--- src/rtl/mem_uart_bridge.sv ---
// mem_uart_bridge: turns MEM-stage loads/stores into RAM1 cycles or UART
// register accesses over the shared RAM1/UART data bus, stalling the
// pipeline until the access completes.
// Optional build macro: UART_WRITE_WAIT_EN -- after a UART write, hold the
// stall in UART_WAIT until the transmitter is empty (tbre & tsre).
module mem_uart_bridge #(
   parameter logic [15:0] UART_DATA_ADDR = 16'hBF00,
   parameter logic [15:0] UART_STAT_ADDR = 16'hBF01
) (
   input  logic        clk,
   input  logic        rst,
   input  logic [15:0] mem_addr,
   input  logic [15:0] mem_wdata,
   input  logic        mem_rd,
   input  logic        mem_wr,
   output logic [15:0] mem_rdata,
   output logic        mem_stall,
   output logic [17:0] ram1_addr,
   output logic [15:0] ram1_dout,
   input  logic [15:0] ram1_din,
   output logic        ram1_data_oe,
   output logic        ram1_en_n,
   output logic        ram1_oe_n,
   output logic        ram1_we_n,
   output logic        rdn,
   output logic        wrn,
   input  logic        data_ready,
   input  logic        tbre,
   input  logic        tsre
);

   localparam logic [3:0] S_IDLE      = 4'd0;
   localparam logic [3:0] S_RAM_RD    = 4'd1;
   localparam logic [3:0] S_RAM_WR1   = 4'd2;
   localparam logic [3:0] S_RAM_WR2   = 4'd3;
   localparam logic [3:0] S_UART_RD1  = 4'd4;
   localparam logic [3:0] S_UART_RD2  = 4'd5;
   localparam logic [3:0] S_UART_WR1  = 4'd6;
   localparam logic [3:0] S_UART_WR2  = 4'd7;
   localparam logic [3:0] S_UART_WAIT = 4'd8;
   localparam logic [3:0] S_DONE      = 4'd9;

   logic [3:0]  state_q, state_d;
   logic [15:0] rdata_q, rdata_d;

   // Next-state decode and load-result capture.
   always_comb begin
      state_d = state_q;
      rdata_d = rdata_q;
      case (state_q)
         S_IDLE: begin
            if (mem_rd | mem_wr) begin
               // A simultaneous rd/wr is treated as a store throughout.
               if (mem_addr == UART_DATA_ADDR) begin
                  state_d = mem_wr ? S_UART_WR1 : S_UART_RD1;
               end else if (mem_addr == UART_STAT_ADDR) begin
                  // Status register is read-only; a store to it is dropped.
                  state_d = S_DONE;
                  if (!mem_wr) rdata_d = {14'b0, data_ready, tbre & tsre};
               end else begin
                  state_d = mem_wr ? S_RAM_WR1 : S_RAM_RD;
               end
            end
         end
         S_RAM_RD: begin
            rdata_d = ram1_din;
            state_d = S_DONE;
         end
         S_RAM_WR1:  state_d = S_RAM_WR2;
         S_RAM_WR2:  state_d = S_DONE;
         S_UART_RD1: state_d = S_UART_RD2;
         S_UART_RD2: begin
            rdata_d = {8'h00, ram1_din[7:0]};
            state_d = S_DONE;
         end
         S_UART_WR1: state_d = S_UART_WR2;
`ifdef UART_WRITE_WAIT_EN
         S_UART_WR2:  state_d = S_UART_WAIT;
         S_UART_WAIT: if (tbre & tsre) state_d = S_DONE;
`else
         S_UART_WR2:  state_d = S_DONE;
         S_UART_WAIT: state_d = S_IDLE;
`endif
         S_DONE:     state_d = S_IDLE;
         default:    state_d = S_IDLE;
      endcase
   end

   // State and load-result registers; reset aborts any access in flight.
   always_ff @(posedge clk or negedge rst) begin
      if (!rst) begin
         state_q <= S_IDLE;
         rdata_q <= 16'h0000;
      end else begin
         state_q <= state_d;
         rdata_q <= rdata_d;
      end
   end

   // Bus strobes decoded purely from state so reset deasserts them at once.
   always_comb begin
      ram1_en_n    = 1'b1;
      ram1_oe_n    = 1'b1;
      ram1_we_n    = 1'b1;
      rdn          = 1'b1;
      wrn          = 1'b1;
      ram1_data_oe = 1'b0;
      ram1_dout    = 16'h0000;
      case (state_q)
         S_RAM_RD: begin
            ram1_en_n = 1'b0;
            ram1_oe_n = 1'b0;
         end
         S_RAM_WR1: begin
            ram1_en_n    = 1'b0;
            ram1_data_oe = 1'b1;
            ram1_dout    = mem_wdata;
         end
         S_RAM_WR2: begin
            ram1_en_n    = 1'b0;
            ram1_data_oe = 1'b1;
            ram1_dout    = mem_wdata;
            ram1_we_n    = 1'b0;
         end
         S_UART_RD1, S_UART_RD2: rdn = 1'b0;
         S_UART_WR1: begin
            ram1_data_oe = 1'b1;
            ram1_dout    = mem_wdata;
            wrn          = 1'b0;
         end
         S_UART_WR2: begin
            // wrn rises with data still on the bus to meet UART hold time.
            ram1_data_oe = 1'b1;
            ram1_dout    = mem_wdata;
         end
         default: ;
      endcase
   end

   assign mem_stall = (mem_rd | mem_wr) & (state_q != S_DONE);
   assign mem_rdata = rdata_q;
   assign ram1_addr = {2'b00, mem_addr};

endmodule
--- config.mk ---
export PLATFORM = sky130hd
export DESIGN_NAME = mem_uart_bridge
export DESIGN_NICKNAME = d
export VERILOG_FILES = /design/src/rtl/mem_uart_bridge.sv
export SDC_FILE = /design/constraint.sdc
export NUM_CORES = 1
export LEC_CHECK = 0
export CAP_MARGIN = 25
export CORE_MARGIN = 2
export CORE_UTILIZATION = 34
export DETAILED_ROUTE_END_ITERATION = 8
export PLACE_DENSITY = 0.89
export SYNTH_ARGS = -nofsm -noshare
export SYNTH_HDL_FRONTEND = slang
export SYNTH_SLANG_ARGS = --single-unit
--- constraint.sdc ---
create_clock -name clk -period 5.2 [get_ports clk]
set_input_delay 1.04 -clock clk [delete_from_list [all_inputs] [get_ports clk]]
set_output_delay 1.04 -clock clk [all_outputs]
set_load 0.05 [all_outputs]
==> key figures <==
Status
  – Status: complete, no violations

Timing
  – Setup Skew: 0.00274 ns
  – Tightest Pin Transition: 0.869 ns
  – Unrepaired setup endpoints after global routing: false
  – # setup viols final: 0
  – Fmax: 270 MHz
  – Final hold viol count: 0
  – Final worst slack: 1.49 ns
  – TNS Setup: 0 ns
  – Rel. slew slack: 0.419
  – Final worst-path cycle share: 0.713
  – Pins Over Slew Limit: 0
  – Fin crit period: roughly 3.7 ns

Power and ir drop
  – Flop pwr share: 0.222
  – Sw Pwr: roughly 0.69 mW
  – P_int: 0.619 mW
  – PnR Total Power: 1.31 mW
  – Sw Ratio: 0.528
  – PwrDens: roughly 560 mW/mm²
  – Leakage: 0.933 nW
  – Max IR drop VDD: 0.309 mV
  – Comb pwr share: 0.689
  – Clock share of power: 0.089

Placed design
  – Dpl hpwl: 2.83 mm
  – Port Buffers: ~110
  – Pre-CTS worst setup slack: 1.50 ns
  – Placer's final routability congestion estimate: between 0.7 and 0.8

Global route
  – Gr ovfl total: 0
  – Maximum number of pins on one net before global-route repair: 21
  – Gr usage total: 0.171
  – First-pass GRT wire length: between 5 and 6 mm
  – Vias in the first global route: 1290
  – Initial antenna violation count: 0

Logic synthesis
  – Synth warn: 0
  – Avg Inst Size Synth: 9.09 µm²
  – Top post-synthesis cells by area: dfrtp_1 (39%), buf_4 (11%), and2_1 (7.9%)
  – Post-synth cell types: 37
  – Register area share after synthesis: 0.393
  – Predominant post-synthesis flop cell: dfrtp_1
  – Leading area contributor after synthesis: dfrtp_1
  – Async SR Flop Fraction: 1.00
  – Mapped cell area: 0.00127 mm²
  – Yosys reg bits: 20
  – Post-synth top area share: 0.393
  – Synth Instances: 140
  – EDFF count, synth: 0

Clock network
  – Skew-Pair Late Insertion Delay: 0.26 ns
  – CTS tree: yes
  – Cts bufs inserted: 3
  – CTS resizes: 0
  – CTS Sinks: 20
  – Clock buffer depth: 2
  – Clock root buffer: clkbuf_8
  – Cts-stage hold buffer count: 0
  – # H-tree levels: 1
  – Clock slew at reported path FFs: ~0.07 ns
  – Number of post-CTS setup repair buffers: 0

Final layout
  – Area grow syn2layout: 82.8%
  – Multi-input combinational cell area: 611 µm²
  – Register area: between 500 and 600 µm²
  – Share of cells above drive strength 1: 0.0739
  – Most frequent cells in the layout: clkdlybuf4s50_1 (109), dfrtp_1 (20), and2_1 (16), nand2_1 (16), a22o_1 (8)
  – Most common cell after layout, fill and taps aside: clkdlybuf4s50_1
  – Fill cells: 308
  – Number of diodes: 0
  – Final net count: approximately 290
  – End-of-flow core utilization: 0.640

Critical path
  – Slowest CP cell: clkdlybuf4s50_1
  – Biggest cell delay along the critical path: approximately 0.83 ns
  – Crit path max-delay family: buffers and inverters
  – WP data required: 4.16 ns
  – Worst-path cell chain: clkdlybuf4s50_1 > nor2_1 > a31oi_1 > clkdlybuf4s50_1
  – CP Capture Type: primary output
  – CP startpoint kind: input pin
  – Worst Path Arrival: ~2.7 ns
  – CP most frequent cell: clkdlybuf4s50_1
  – CP max FO: 4
  – Setup Crit Path Kind: input pin to primary output
  – WP buf/inv: 2

Die
  – Core area: 0.00363 mm²
  – DIE AREA: between 0.004 and 0.005 mm²
  – Cell Rows: 22
  – Chip width: 65.2 µm
  – Starting density of the core: 0.350
  – Chip height: 65.2 µm
  – IO Pins: 112

Route
  – Post-DR vias/cell: between 4 and 5
  – Routed WL: 3.60 mm
  – Post-route antenna net violation count: 0
  – Via count: between 1000 and 1500
  – Drt wl/cell: 13.0 µm
  – Drt drc: 0
  – TritonRoute pass-1 iters: 4
  – DR iter-0 viols: 79

Job
  – Maxcap violations: 0

Worst hold path
  – Hold Path Class: register to register
==> cell type report <==
class / instances / area share
clock buffers: 4 / 0.0237
inverters: 1 / 0.00161
multi-input cells: 95 / 0.263
flip-flops and latches: 20 / 0.215
well taps: 48 / 0.0258
repair buffers: 110 / 0.471
==> worst register-to-register path, delay by kind of cell (launching register included) <==
kind	cells	cell delay, ns
AOI/OAI and AO/OA	2	0.41
DFF	1	0.49
and+or+nand+nor	2	0.70
==> state kept, by name, indices dropped and copies added (netlist names) <==
signal,count
mem_rdata,16
state_q,4
==> path summary, 6_finish.rpt <==
check	startpoint	end	slack, ns	cells past startpoint
worst max-delay path	mem_wr	mem_stall	1.49	4
worst min-delay path	mem_rdata[14]	mem_rdata[14]	0.50	1
worst max register to register	state_q[1]	mem_rdata[9]	3.48	4
worst min register to register	mem_rdata[14]	mem_rdata[14]	0.50	1
max in group asynchronous	rst	mem_rdata[14]	3.39	1
min in group asynchronous	rst	mem_rdata[2]	1.28	1
==> cell families after synthesis <==
logic type	share of synthesized area
AOI/OAI and AO/OA	0.150
other	0.00295
and+or+nand+nor	0.324
DFF	0.393
buffers and inverters	0.130
==> power by group through the flow <==
stage	combinational, mW	sequential [mW]	clock, mW
2_1_floorplan	0.425	0.474	0
3_3_place_gp	0.899	0.290	0
3_5_place_dp	0.909	0.293	0
4_1_cts	0.913	0.291	0.121
5_1_grt	0.954	0.304	0.128
6_report	0.904	0.291	0.117
==> synth_stat cells, types with 2 or more instances <==
cell       count
dfrtp_1       20
buf_4         18
and2_1        16
nand2_1       16
a22o_1         8
nor2_1         7
o21ai_0        7
clkbuf_1       6
nor3_1         5
nand3_1        3
a21oi_1        2
a2bb2oi_1      2
a31oi_1        2
nand2b_1       2
nand4b_1       2
o211ai_1       2
or3b_2         2
==> per-layer routing <==
layer / vias to the layer above / routed length (µm) / track usage / part of all wire
li1: 653 / - / - / -
met1: 618 / 1590 / 0.226 / 0.44
met2: 70 / 1680 / 0.281 / 0.47
met3: 5 / 297 / 0.0394 / 0.082
met4: 0 / 34 / 0.0469 / 0.0094
met5: - / 0 / 0 / 0
==> stage by stage <==
step	hold slack, ns	cell area [µm²]	std cells
3_3_place_gp	0.482	2270	273
4_1_cts	0.507	2330	278
2_1_floorplan	0.666	1280	141
3_5_place_dp	0.487	2270	274
5_1_grt	0.518	2330	278
6_report	0.501	2330	278
No activity file was read; power rests on OpenSTA's default activity.
